## config.mk

```make
export PLATFORM = sky130hd
export DESIGN_NAME = uart_pkt_parser
export DESIGN_NICKNAME = d
export VERILOG_FILES = /design/src/rtl/uart_defs.sv /design/src/rtl/uart_pkt_buf.sv /design/src/rtl/uart_pkt_parser.sv
export SDC_FILE = /design/constraint.sdc
export NUM_CORES = 1
export LEC_CHECK = 0
export ABC_CLOCK_PERIOD_IN_PS = 2900
export CAP_MARGIN = 0
export CORE_ASPECT_RATIO = 1.5
export CORE_MARGIN = 1
export CORE_UTILIZATION = 40
export CTS_BUF_LIST = sky130_fd_sc_hd__clkbuf_8 sky130_fd_sc_hd__clkbuf_16
export DETAILED_ROUTE_END_ITERATION = 7
export PLACE_DENSITY = 0.62
export REMOVE_ABC_BUFFERS = 1
export SETUP_SLACK_MARGIN = 0.5
export SKIP_CTS_REPAIR_TIMING = 1
export SLEW_MARGIN = 20
export SYNTH_ARGS = -nofsm -noshare
export SYNTH_HDL_FRONTEND = slang
export SYNTH_HIERARCHICAL = 1
export SYNTH_SLANG_ARGS = --single-unit
```

## constraint.sdc

```tcl
create_clock -name clk -period 2.9 [get_ports clk]
set_input_delay 0.435 -clock clk [delete_from_list [all_inputs] [get_ports clk]]
set_output_delay 0.435 -clock clk [all_outputs]
set_load 0.005 [all_outputs]
```

## src/rtl/uart_defs.sv

```systemverilog
// Shared types for the UART packet parser: FSM states, drop causes and the
// checksum rule.
package uart_defs;

    typedef enum logic [2:0] {
        ST_IDLE    = 3'd0,
        ST_LEN     = 3'd1,
        ST_PAYLOAD = 3'd2,
        ST_CSUM    = 3'd3,
        ST_DRAIN   = 3'd4
    } PktState_t;

    typedef enum logic [1:0] {
        ERR_NONE    = 2'd0,
        ERR_LEN     = 2'd1,
        ERR_CSUM    = 2'd2,
        ERR_TIMEOUT = 2'd3
    } PktErr_t;

    // A frame is good when LEN + payload + CSUM wraps to zero modulo 256.
    function automatic logic csum_ok(input logic [7:0] sum, input logic [7:0] csum);
        logic [7:0] total;
        total = sum + csum;
        return (total == 8'd0);
    endfunction

endpackage

```

## src/rtl/uart_pkt_buf.sv

```systemverilog
// Payload store: DEPTH x 8 flops, one synchronous write port and one
// combinational read port. Contents are not reset.
module uart_pkt_buf #(
    parameter int DEPTH = 64,
    parameter int AW    = 6
) (
    input  logic          clk,
    input  logic          i_we,
    input  logic [AW-1:0] i_waddr,
    input  logic [7:0]    i_wdata,
    input  logic [AW-1:0] i_raddr,
    output logic [7:0]    o_rdata
);

    logic [7:0] r_mem [DEPTH];

    always_ff @(posedge clk) begin
        if (i_we) begin
            r_mem[i_waddr] <= i_wdata;
        end
    end

    assign o_rdata = r_mem[i_raddr];

endmodule

```

## src/rtl/uart_pkt_parser.sv

```systemverilog
// Frame parser for SOF, LEN, payload, CSUM byte streams. Valid frames are
// buffered and replayed on the out side; bad frames are dropped with a cause.
module uart_pkt_parser
    import uart_defs::*;
#(
    parameter logic [7:0] SOF     = 8'h7E,
    parameter int         MAX_LEN = 64,
    parameter int         TIMEOUT = 1000
) (
    input  logic       clk,
    input  logic       rst_n,
    input  logic [7:0] in_data,
    input  logic       in_valid,
    output logic       in_ready,
    output logic [7:0] out_data,
    output logic       out_valid,
    input  logic       out_ready,
    output logic       out_last,
    output logic       pkt_ok,
    output logic       pkt_error,
    output logic [1:0] err_code,
    output logic [2:0] dbg_state
);

    // Handshakes on both sides transfer a byte on a rising edge where
    // valid and ready are both high; valid never waits on ready.

    localparam int AW = (MAX_LEN > 1) ? $clog2(MAX_LEN) : 1;
    localparam int TW = (TIMEOUT > 0) ? $clog2(TIMEOUT + 1) : 1;
    localparam logic [7:0]    MAX_LEN_B = 8'(MAX_LEN);
    localparam logic [TW-1:0] TIMEOUT_C = TW'(TIMEOUT);

    PktState_t     r_state;
    PktErr_t       r_err;
    logic [7:0]    r_len;
    logic [7:0]    r_wr;
    logic [7:0]    r_rd;
    logic [7:0]    r_sum;
    logic [TW-1:0] r_idle;
    logic          r_pkt_ok;
    logic          r_pkt_err;

    logic          w_accept;
    logic          w_counting;
    logic          w_timeout;
    logic          w_last;
    logic          w_we;
    logic [7:0]    w_rdata;

    assign w_accept   = in_valid && in_ready;
    assign w_counting = (r_state == ST_LEN) || (r_state == ST_PAYLOAD) || (r_state == ST_CSUM);
    assign w_timeout  = (TIMEOUT != 0) && w_counting && (r_idle == TIMEOUT_C);
    assign w_last     = (r_rd == r_len - 8'd1);
    assign w_we       = w_accept && (r_state == ST_PAYLOAD) && !w_timeout;

    uart_pkt_buf #(
        .DEPTH (MAX_LEN),
        .AW    (AW)
    ) u_buf (
        .clk     (clk),
        .i_we    (w_we),
        .i_waddr (r_wr[AW-1:0]),
        .i_wdata (in_data),
        .i_raddr (r_rd[AW-1:0]),
        .o_rdata (w_rdata)
    );

    always_ff @(posedge clk or negedge rst_n) begin
        if (!rst_n) begin
            r_state   <= ST_IDLE;
            r_err     <= ERR_NONE;
            r_len     <= 8'd0;
            r_wr      <= 8'd0;
            r_rd      <= 8'd0;
            r_sum     <= 8'd0;
            r_idle    <= '0;
            r_pkt_ok  <= 1'b0;
            r_pkt_err <= 1'b0;
        end else begin
            r_pkt_ok  <= 1'b0;
            r_pkt_err <= 1'b0;

            if (w_accept || !w_counting || TIMEOUT == 0) begin
                r_idle <= '0;
            end else begin
                r_idle <= r_idle + TW'(1);
            end

            // A timeout wins over a byte arriving in the same cycle.
            if (w_timeout) begin
                r_pkt_err <= 1'b1;
                r_err     <= ERR_TIMEOUT;
                r_idle    <= '0;
                r_state   <= ST_IDLE;
            end else begin
                case (r_state)
                    ST_IDLE: begin
                        if (w_accept && in_data == SOF) begin
                            r_state <= ST_LEN;
                        end
                    end
                    ST_LEN: begin
                        if (w_accept) begin
                            if (in_data == 8'd0 || in_data > MAX_LEN_B) begin
                                r_pkt_err <= 1'b1;
                                r_err     <= ERR_LEN;
                                r_state   <= ST_IDLE;
                            end else begin
                                r_len   <= in_data;
                                r_sum   <= in_data;
                                r_wr    <= 8'd0;
                                r_state <= ST_PAYLOAD;
                            end
                        end
                    end
                    ST_PAYLOAD: begin
                        if (w_accept) begin
                            r_sum <= r_sum + in_data;
                            r_wr  <= r_wr + 8'd1;
                            if (r_wr == r_len - 8'd1) begin
                                r_state <= ST_CSUM;
                            end
                        end
                    end
                    ST_CSUM: begin
                        if (w_accept) begin
                            if (csum_ok(r_sum, in_data)) begin
                                r_pkt_ok <= 1'b1;
                                r_rd     <= 8'd0;
                                r_state  <= ST_DRAIN;
                            end else begin
                                r_pkt_err <= 1'b1;
                                r_err     <= ERR_CSUM;
                                r_state   <= ST_IDLE;
                            end
                        end
                    end
                    ST_DRAIN: begin
                        if (out_ready) begin
                            r_rd <= r_rd + 8'd1;
                            if (w_last) begin
                                r_state <= ST_IDLE;
                            end
                        end
                    end
                    default: r_state <= ST_IDLE;
                endcase
            end
        end
    end

    assign in_ready  = (r_state != ST_DRAIN);
    assign out_valid = (r_state == ST_DRAIN);
    assign out_last  = out_valid && w_last;
    assign out_data  = w_rdata;
    assign pkt_ok    = r_pkt_ok;
    assign pkt_error = r_pkt_err;
    assign err_code  = r_err;
    assign dbg_state = r_state;

endmodule
```

==> summary.md, run 1 <==
| Metric | Value |
|---|---|
| Commonest non-fill, non-tap cell in the layout | edfxtp_1 |
| Max-cap viol count | 0 |
| Ys async rst share | 8.73% |
| Arrival time worst endpoint | 3.12 ns |
| Filler cells | 4831 |
| Final Skew | roughly 0.032 ns |
| Setup TNS | -4.65 ns |
| DRC Markers | 0 |
| Layout cells sized above 1 | a little under 40% |
| Synth Flop Type | edfxtp_1 |
| Final Hold Vio Count | 0 |
| Switching power | 4.78 mW |
| Flop pwr share | 49.6% |
| CTS sink cnt | ~560 |
| Avg Cell Area, Syn | between 15 and 20 um^2 |
| Sw Ratio | 25.5% |
| Via/cell ratio | 5.50 |
| GRT Util Overall | between 10% and 20% |
| Vias | 13100 |
| Final nets | roughly 1600 |
| Gr ovfl total | 0 |
| Clock latency on the worst-skew pair | 0.59 ns |
| Routed WL | around 57 mm |
| Violated checks | negative setup slack |
| Post-Syn Area | 23400 um^2 |
| IO Pins | 30 |
| Grt met3 use | 1.95% |
| Slew Viols, Final | 0 |
| Post-synth EDFFs | a little over 500 |
| Critical path class | register to output port |
| Hold WC Path Type | input pin to register |
| Cell area power density | 649 nW/um^2 |
| Pre-CTS WS | -0.452 ns |
| Period utilization | 122% |
| Pint | around 14 mW |
| Flop and latch count out of synthesis | 561 |
| Worst Path Required | around 2.5 ns |
| Final worst slack | -0.651 ns |
| Port Buffer Count | 29 |
| Comb power frac | 15.4% |
| Count of final setup violators | 8 |
| Largest net degree at the start of global routing | 70 |
| Crit path capture type | output port |
| Initial antenna violation count | 5 |
| CTS root buffer | clkbuf_16 |
| Highest-count cells in the layout ignoring fill and taps | edfxtp_1 (512), buf_4 (185), mux4_2 (126), nor2_1 (99), clkbuf_16 (53) |
| Clock Power Share | 35.1% |
| Peak VDD IR | 0.000372 V |
| Final ANT Viol Nets | 0 |
| Initial Util | 40.4% |
| Vias in the first global route | 13300 |
| Layout area overhead | 23.5% |
| Drt first pass iters | 5 |
| Die area | 59400 um^2 |
| RSZ-0062 raised after global routing | yes |
| Final core occ | about half |
| Row count | about 110 |
| Die H | 298 um |
| Antenna Cells | 0 |
| Met2 GRT Util | 36.1% |
| CTS clk-pin slew, worst paths | ~0.070 ns |
| Met1 Track Usage GR | between 20% and 30% |
| H-tree level count | 2 |
| Setup crit start kind | register |
| Status | complete, but fails checks |
| Minimum clock period | about 3.6 ns |
| Sequential fraction of the synthesis area | 71.1% |
| Yosys warning count | 6 |
| Routed WL per cell | 24.2 um |
| Max Freq | 282 MHz |
| CTS Buffer Depth | 3 |
| Slew Limit Headroom | 48.3% |
| Leak | just under 10 nW |
| Core ar. | 57800 um^2 |
| DP Wirelength | 38.1 mm |
| DR iter-0 viols | approximately 1000 |
| Gpl congestion | 0.840 |
| Global-route wire length before repair | 83.1 mm |
| CTS Buf Count | 50 |
| Total power | 18.7 mW |
| Netlist cell types | between 70 and 80 |
| Chip Width | about 200 um |
| Post-Syn Instances | 1287 |
| Worst-Margin Slew | between 0.7 and 0.8 ns |
| CTS tree | built |
| Critical path fanouts, max | 5 |
| GRT busiest layer | met2 |
==> registers in the layout, summed over array words and instances, names as in the netlist <==
name / count
u_buf/r_mem: 512
r_idle: 10
r_len: 8
r_rd: 8
r_sum: 8
r_wr: 8
dbg_state: 3
err_code: 2
pkt_error: 1
pkt_ok: 1
==> critical path, cell delays in order, from the launching register on <==
cell and delay [ns]:
dfrtp_4 0.55, buf_12 0.17, clkbuf_16 0.14, buf_6 0.12, buf_6 0.10, mux4_2 0.41
mux4_2 0.48, o21ai_1 0.14, buf_4 0.17, o41ai_2 0.07, buf_2 0.15
==> kinds of logic after synthesis <==
kind of cell	count (synthesis)	share of synthesized area, %
compound gates	127	3.90
buf+inv	77	1.90
fa+ha+maj	13	0.728
mux	178	14.5
flops	561	71.1
xor+xnor	33	1.54
simple gates	298	6.39
==> metrics by stage <==
step                      hold WS (ns)  cells  instance area, um^2
final                            0.280   2372                28900
after global placement           0.449   2229                25900
after CTS                       -0.151   2323                27500
after global routing             0.251   2372                28900
after floorplan                  0.139   1227                23000
after detailed placement         0.461   2229                25900
==> Yosys cell counts, types with 8 or more instances <==
cell,n,area share [%]
a21oi_1,14,0.30
buf_2,12,0.26
buf_4,14,0.45
clkbuf_1,21,0.34
dfrtp_1,49,5.2
edfxtp_1,512,66
ha_1,12,0.64
inv_1,17,0.27
mux2_2,19,0.92
mux2i_1,32,1.4
mux4_2,126,12
nand2_1,47,0.76
nand2b_1,12,0.32
nand3_1,31,0.66
nor2_1,119,1.9
nor2b_1,17,0.46
nor3_1,13,0.28
o21ai_0,21,0.45
o221ai_1,8,0.30
o22ai_1,14,0.37
or3_1,8,0.21
xnor2_1,8,0.30
xor2_1,20,0.75
==> metal layers <==
layer / part of all wire (%) / wire length (um)
met3: 3.7 / 2100
met1: 37 / 21100
met4: 3.1 / 1760
met2: 57 / 32500
met5: 0 / 0
==> power groups by stage <==
stage	registers [mW]	logic [mW]	clock network (mW)
after floorplan	9.44	1.35	0
after global placement	9.43	2.17	0
after detailed placement	9.44	2.23	0
after CTS	9.26	2.24	6.67
after global routing	9.30	3.12	6.95
final	9.28	2.88	6.56
==> final cells by class <==
type,count,area [um^2],area share [%]
clock buffer,50,1250,4.34
clock inverter,44,368,1.27
inverter,17,63.8,0.221
multi-input combinational,649,6970,24.2
sequential,561,16600,57.6
tap,770,963,3.34
timing repair buffer,281,2610,9.06
==> final timing paths <==
kind                                          end  slack, ns        from  cells after the start
worst max-delay path                  out_data[3]      -0.65     r_rd[0]                     10
worst min-delay path            u_buf/r_mem[6][7]       0.28  in_data[7]                      1
worst max register to register       dbg_state[2]       0.28    r_sum[0]                     10
worst min register to register          r_idle[0]       0.49   r_idle[0]                      1
max in group asynchronous               r_idle[2]       1.71       rst_n                      3
min in group asynchronous                 r_rd[0]       0.38       rst_n                      2
No activity file was read; power rests on OpenSTA's default activity.
==> run 2: changes to the inputs <==
--- a/config.mk
+++ b/config.mk
@@ -5,9 +5,8 @@
 export SDC_FILE = /design/constraint.sdc
 export NUM_CORES = 1
 export LEC_CHECK = 0
-export ABC_CLOCK_PERIOD_IN_PS = 2900
+export ABC_CLOCK_PERIOD_IN_PS = 3700
 export CAP_MARGIN = 0
-export CORE_ASPECT_RATIO = 1.5
 export CORE_MARGIN = 1
 export CORE_UTILIZATION = 40
 export CTS_BUF_LIST = sky130_fd_sc_hd__clkbuf_8 sky130_fd_sc_hd__clkbuf_16
==> constraint.sdc (replaced) <==
create_clock -name clk -period 3.7 [get_ports clk]
set_input_delay 0.555 -clock clk [delete_from_list [all_inputs] [get_ports clk]]
set_output_delay 0.555 -clock clk [all_outputs]
set_load 0.005 [all_outputs]
==> run 2 against run 1 <==
The run still ends with negative setup slack left. First-iteration DRC count up 24%. Wire length down 0.13%. Clock power down 9.8%. Clock skew down 0.016 ns. Non-clock buffer count down 90. Cell area down 2.8%. Register-to-register slack better by 0.47 ns. Global-route usage down 0.073 points. Final cell count down 3.7%. Critical path type unchanged. Largest cell class unchanged.
==> summary.md, run 2 (same netlist as run 1, synthesis figures left out) <==
| Metric | Value |
|---|---|
| Status | complete, but fails checks |
| Violated checks | negative setup slack |
| Filler cells | 4776 (-1.1%) |
| Clock latency on the worst-skew pair | 0.61 ns (+0.02 ns) |
| Slew Limit Headroom | 41.8% (-6.5 points) |
| Minimum clock period | 3.71 ns |
| Comb power frac | 12.1% (-3.3 points) |
| Peak VDD IR | 0.000398 V (+7.0%) |
| Arrival time worst endpoint | 3.16 ns (+0.04 ns) |
| Global-route wire length before repair | 83.3 mm (+0.24%) |
| Via/cell ratio | 5.61 (+1.9%) |
| Commonest non-fill, non-tap cell in the layout | edfxtp_1 |
| Layout cells sized above 1 | 31.6% (-6.9 points) |
| Biggest registers after layout | u_buf/r_mem: 512 flops, r_idle: 10 flops |
| Vias | 12800 (-1.8%) |
| Worst Path Required | 3.14 ns (+0.67 ns) |
| Count of final setup violators | 2 (-6) |
| Critical path fanouts, max | 5 (unchanged) |
| Final nets | 1500 (-5.4%) |
| GRT Util Overall | 19.0% (-0.073 points) |
| Setup TNS | -0.0182 ns (+4.63 ns) |
| Drt first pass iters | 5 (unchanged) |
| CTS clk-pin slew, worst paths | 0.06 ns (about the same) |
| Highest-count cells in the layout ignoring fill and taps | edfxtp_1 (512), buf_4 (131), mux4_2 (126), nor2_1 (112), clkbuf_16 (61) |
| Worst R2R Start | r_sum[0] |
| Switching power | 3.59 mW (-25%) |
| Max FFs per register | 512 (unchanged) |
| Pint | 11.5 mW (-18%) |
| Register area | 16600 um^2 (unchanged) |
| Cell area power density | 537 nW/um^2 (-17%) |
| Die area | 59400 um^2 (about the same) |
| Hold WC Path Type | input pin to asynchronous set/reset pin |
| Layout area overhead | 20.0% |
| Largest net degree at the start of global routing | 70 (unchanged) |
| CP Capture Point | out_data[5] |
| CTS Buffer Depth | 3 (unchanged) |
| Worst-Margin Slew | 0.851 ns (+0.0749 ns) |
| Worst r2r path cells | 9 (-1) |
| Initial Util | 40.5% (+0.098 points) |
| DR iter-0 viols | 1235 (+24%) |
| Leak | 9.32 nW (-3.8%) |
| Setup crit start kind | register |
| Max Freq | 269 MHz |
| Gpl congestion | 0.824 (-2.0%) |
| Chip Width | 244 um (+22%) |
| Routed WL per cell | 25.1 um (+3.7%) |
| DRC Markers | 0 (unchanged) |
| Max-cap viol count | 0 (unchanged) |
| Crit path capture type | output port |
| Critical path class | register to output port |
| Die H | 244 um (-18%) |
| RSZ-0062 raised after global routing | yes |
| H-tree level count | 2 (unchanged) |
| Final ANT Viol Nets | 0 (unchanged) |
| Flop pwr share | 48.5% (-1.1 points) |
| Slew Viols, Final | 0 (unchanged) |
| CTS tree | built |
| RR Endpoint | r_rd[0] |
| Final worst slack | -0.0127 ns (+0.639 ns) |
| Port Buffer Count | 29 (unchanged) |
| CTS sink cnt | 561 (unchanged) |
| IO Pins | 30 (unchanged) |
| Core ar. | 57700 um^2 (-0.24%) |
| Final Skew | 0.0162 ns (-0.0158 ns) |
| Largest reg by FF count | u_buf/r_mem |
| Row count | 88 (-19%) |
| Final Hold Vio Count | 0 (unchanged) |
| Sw Ratio | 23.8% (-1.7 points) |
| Total power | 15.0 mW (-20%) |
| DP Wirelength | 35.9 mm (-5.9%) |
| Initial antenna violation count | 3 (-2) |
| CTS root buffer | clkbuf_16 |
| R2R setup slack | 0.75 ns (+0.47 ns) |
| CP Launch Point | r_rd[0] |
| CTS Buf Count | 55 (+10%) |
| Gr ovfl total | 0 (unchanged) |
| Clock Power Share | 39.4% (+4.3 points) |
| Vias in the first global route | 12700 (-4.6%) |
| Period utilization | 100% |
| Multi-input combinational cell area | 6680 um^2 (-4.2%) |
| Routed WL | 57.3 mm (-0.13%) |
## run 2: changes by cell type in the layout (fill, tap and decap cells not counted), moves of 5 or more
cell,delta
nor2_4,-13
clkbuf_16,+8
clkinvlp_4,-5
nor2_1,+13
buf_4,-54
buf_8,-8
o22ai_1,+5
clkinv_2,-7
buf_6,-16
o22ai_2,-5
buf_12,-14
inv_1,+8
bufinv_16,+7
## run 2: critical path, stage by stage, from the launching register on
cell	delay, ns
dfrtp_4	0.53
buf_6	0.15
buf_16	0.13
buf_12	0.13
mux4_2	0.42
mux4_2	0.55
o21ai_4	0.21
o41ai_4	0.13
buf_4	0.18
buf_6	0.10
## run 2: per-stage QoR
step	hold slack (ns)	cells	cell area, um^2	worst slack (ns)	util [%]
finish	0.0426	2285	28000	-0.0127	48.6
global route	0.0775	2284	28000	-0.0796	48.6
CTS	0.0431	2249	27200	-0.724	47.1
detailed placement	0.483	2148	25300	-0.0578	43.8
global placement	0.472	2148	25300	-0.0763	43.8
floorplan	0.259	1227	23000	-3.31	-
## run 2: per-layer routing
layer / share of wire (%) / up-vias / track usage [%]
li1: - / 5570 / -
met1: 42 / 6762 / 26.3
met2: 49 / 402 / 30.9
met3: 6.8 / 81 / 3.91
met4: 1.9 / 2 / 4.50
met5: 0.014 / - / 0
## run 2: final cells by class
class	count	area share [%]
Clock buffer	57	5.05
Timing Repair Buffer	191	6.38
Inverter	17	0.228
Clock inverter	44	1.82
Antenna cell	1	0.00892
Multi-Input combinational cell	649	23.8
Tap cell	765	3.41
Sequential cell	561	59.3
## run 2: worst min-delay path by stage
| stage | startpoint | endpoint | slack [ns] | depth (start not counted) |
|---|---|---|---|---|
| global placement | r_sum[0] | r_sum[0] | 0.47 | 2 |
| finish | rst_n | r_sum[0] | 0.04 | 1 |
| CTS | rst_n | r_sum[6] | 0.04 | 1 |
| global route | rst_n | r_sum[0] | 0.08 | 1 |
| detailed placement | r_sum[0] | r_sum[0] | 0.48 | 2 |
| floorplan | rst_n | dbg_state[0] | 0.26 | 0 |
## run 2: power by group through the flow
stage	Clock, mW	Sequential (mW)	Combinational, mW
global placement	0	7.42	1.57
floorplan	0	7.40	1.06
CTS	6.02	7.29	1.61
global route	6.26	7.33	1.99
finish	5.92	7.30	1.82
detailed placement	0	7.43	1.60
==> run 3: changes to the inputs <==
--- a/config.mk
+++ b/config.mk
@@ -14,8 +14,6 @@
 export PLACE_DENSITY = 0.62
 export REMOVE_ABC_BUFFERS = 1
 export SETUP_SLACK_MARGIN = 0.5
-export SKIP_CTS_REPAIR_TIMING = 1
-export SLEW_MARGIN = 20
 export SYNTH_ARGS = -nofsm -noshare
 export SYNTH_HDL_FRONTEND = slang
 export SYNTH_HIERARCHICAL = 1
==> run 3 against run 2 <==
Sequential cell count did not move. Die area did not move. Highest routed layer unchanged. Via count increased by 1.6%. Sequential power about the same. The flow still finishes with violations (negative setup slack). Worst hold slack better by 0.0025 ns. Power is 0.13% lower.
==> summary.md, run 3 (same netlist as run 1, synthesis figures left out) <==
| Metric | Value |
|---|---|
| CTS tree | built |
| Layout cells sized above 1 | 32.5% (+0.86 points) |
| Final Hold Vio Count | 0 (unchanged) |
| Biggest registers after layout | u_buf/r_mem: 512 flops, r_idle: 10 flops |
| Max-cap viol count | 0 (unchanged) |
| Routed WL per cell | 25.4 um (+1.2%) |
| Worst Path Required | 3.14 ns (about the same) |
| Largest reg by FF count | u_buf/r_mem |
| Non-Filler Instances | 2291 (+0.26%) |
| Worst-path cell chain | buf_12 -> buf_16 -> buf_12 -> buf_12 -> mux4_2 -> mux4_2 -> o21ai_4 -> o41ai_4 -> buf_4 -> buf_6 |
| DP Wirelength | 35.9 mm (unchanged) |
| Count of final setup violators | 4 (+2) |
| Row count | 88 (unchanged) |
| Commonest non-fill, non-tap cell in the layout | edfxtp_1 |
| Design area | 28200 um^2 (+0.67%) |
| Via/cell ratio | 5.68 (+1.3%) |
| Chip Width | 244 um (unchanged) |
| Vias | 13000 (+1.6%) |
| Slew Limit Headroom | 41.3% (-0.54 points) |
| CTS clk-pin slew, worst paths | 0.06 ns (about the same) |
| Minimum clock period | 3.79 ns (+0.0741 ns) |
| Final nets | 1506 (+0.40%) |
| CP peak stage delay | 0.55 ns (about the same) |
| Layout area overhead | 20.8% |
| DR iter-0 viols | 1206 (-2.3%) |
| CP most frequent cell | buf_12 |
| Final worst slack | -0.0868 ns (-0.0741 ns) |
| RSZ-0062 raised after global routing | yes |
| Global-route wire length before repair | 86.7 mm (+4.0%) |
| Peak VDD IR | 0.000371 V (-6.8%) |
| Filler cells | 4745 (-0.65%) |
| Vias in the first global route | 13000 (+2.9%) |
| Final Skew | 0.0177 ns (+0.00146 ns) |
| Final core occ | 48.9% (+0.33 points) |
| Sw Ratio | 23.9% (+0.065 points) |
| Final ANT Viol Nets | 0 (unchanged) |
| Drt first pass iters | 5 (unchanged) |
| Clock Power Share | 39.5% (about the same) |
| Initial antenna violation count | 3 (unchanged) |
| CTS root buffer | clkbuf_16 |
| Largest net degree at the start of global routing | 70 (unchanged) |
| Gpl congestion | 0.824 (unchanged) |
| CTS Buf Count | 55 (unchanged) |
| Core ar. | 57700 um^2 (unchanged) |
| Violated checks | negative setup slack |
| Status | complete, but fails checks |
| Hold WC Path Type | input pin to asynchronous set/reset pin |
| Highest-count cells in the layout ignoring fill and taps | edfxtp_1 (512), buf_4 (138), mux4_2 (126), nor2_1 (111), clkbuf_16 (56) |
| CTS sink cnt | 561 (unchanged) |
| Routed WL | 58.2 mm (+1.5%) |
| Critical path class | register to output port |
| Period utilization | 102% (+2.0 points) |
| Arrival time worst endpoint | 3.23 ns (+0.07 ns) |
| IO Pins | 30 (unchanged) |
| Slew Viols, Final | 0 (unchanged) |
| Max Freq | 264 MHz (-2.0%) |
| Crit path capture type | output port |
| DRC Markers | 0 (unchanged) |
| Leak | 9.38 nW (+0.63%) |
| Total power | 15.0 mW (-0.13%) |
| Initial Util | 40.5% (unchanged) |
| Setup crit start kind | register |
| CP max stage cell | mux4_2 |
| Max FFs per register | 512 (unchanged) |
| Gr ovfl total | 0 (unchanged) |
| DP Area | 25300 um^2 (unchanged) |
| Pint | 11.4 mW (-0.22%) |
| Worst-Margin Slew | 0.859 ns (+0.00790 ns) |
| Flop pwr share | 48.7% (+0.2 points) |
| Switching power | 3.59 mW (+0.14%) |
| Setup TNS | -0.211 ns (-0.193 ns) |
| Critical path fanouts, max | 4 (-1) |
| Hold Buf Count CTS | 0 |
| Die H | 244 um (unchanged) |
| Clock latency on the worst-skew pair | 0.62 ns (about the same) |
| Die area | 59400 um^2 (unchanged) |
| Comb power frac | 11.9% (-0.2 points) |
| CTS Buffer Depth | 3 (unchanged) |
| H-tree level count | 2 (unchanged) |
| Pre-CTS WS | -0.0578 ns (unchanged) |
| Worst hold margin | 0.0451 ns (+0.00252 ns) |
| Cell area power density | 532 nW/um^2 (-0.80%) |
| GRT Util Overall | 19.8% (+0.79 points) |
| Worst r2r path cells | 9 (unchanged) |
| Port Buffer Count | 29 (unchanged) |
| # placed instances | 2148 (unchanged) |
[run 3: cell count changes in the layout (fill, tap and decap cells not counted), sizes merged]
cell          previous run  this run
dlygate4sd2              0         1
bufbuf                   0         1
dlymetal6s2s             5         0
clkbuf                  63        58
buf                    169       183
[run 3: final cells by class]
cell class | count | area (um^2) | share of cell area, %
multi-input cells | 649 | 6780 | 24.0
inverters | 17 | 63.8 | 0.226
clock buffers | 57 | 1420 | 5.01
flip-flops and latches | 561 | 16600 | 58.9
clock inverters | 44 | 509 | 1.80
repair buffers | 197 | 1880 | 6.66
well taps | 765 | 957 | 3.39
diodes | 1 | 2.50 | 0.00887
[run 3: worst max-delay path, delay by kind of cell, from the launching register on]
family / cells / cell delay, ns
compound gates: 2 / 0.33
mux: 2 / 0.97
buf+inv: 6 / 0.81
flops: 1 / 0.50
[run 3: worst paths after layout]
kind	start	slack (ns)	endpoint
max in group asynchronous	rst_n	2.85	r_idle[2]
min in group clk	in_data[3]	0.34	r_sum[3]
min	rst_n	0.05	r_sum[0]
max reg2reg	r_sum[0]	0.73	r_rd[0]
min reg2reg	r_sum[0]	0.49	r_sum[0]
max	r_rd[0]	-0.09	out_data[5]
[run 3: timing repair]
item | CTS | global route
setup endpoints to repair | 9 | 91
buffers inserted | 34 | 1
gates resized for setup | 128 | 18
pin swaps | 32 | 7
cloned | 6 | 0
[run 3: power by group through the flow]
stage          Sequential [mW]  Combinational, mW  Clock, mW
2_1_floorplan             7.40               1.06          0
3_3_place_gp              7.42               1.57          0
3_5_place_dp              7.43               1.60          0
4_1_cts                   7.30               1.74       6.02
5_1_grt                   7.34               1.95       6.25
6_report                  7.31               1.78       5.93
[run 3: layer usage]
metal / global-route usage (%) / up-vias / routed length [um]
met5: 0 / - / 7
met4: 4.60 / 2 / 1130
met2: 32.8 / 447 / 28700
li1: - / 5585 / -
met3: 3.92 / 87 / 4090
met1: 26.9 / 6897 / 24200
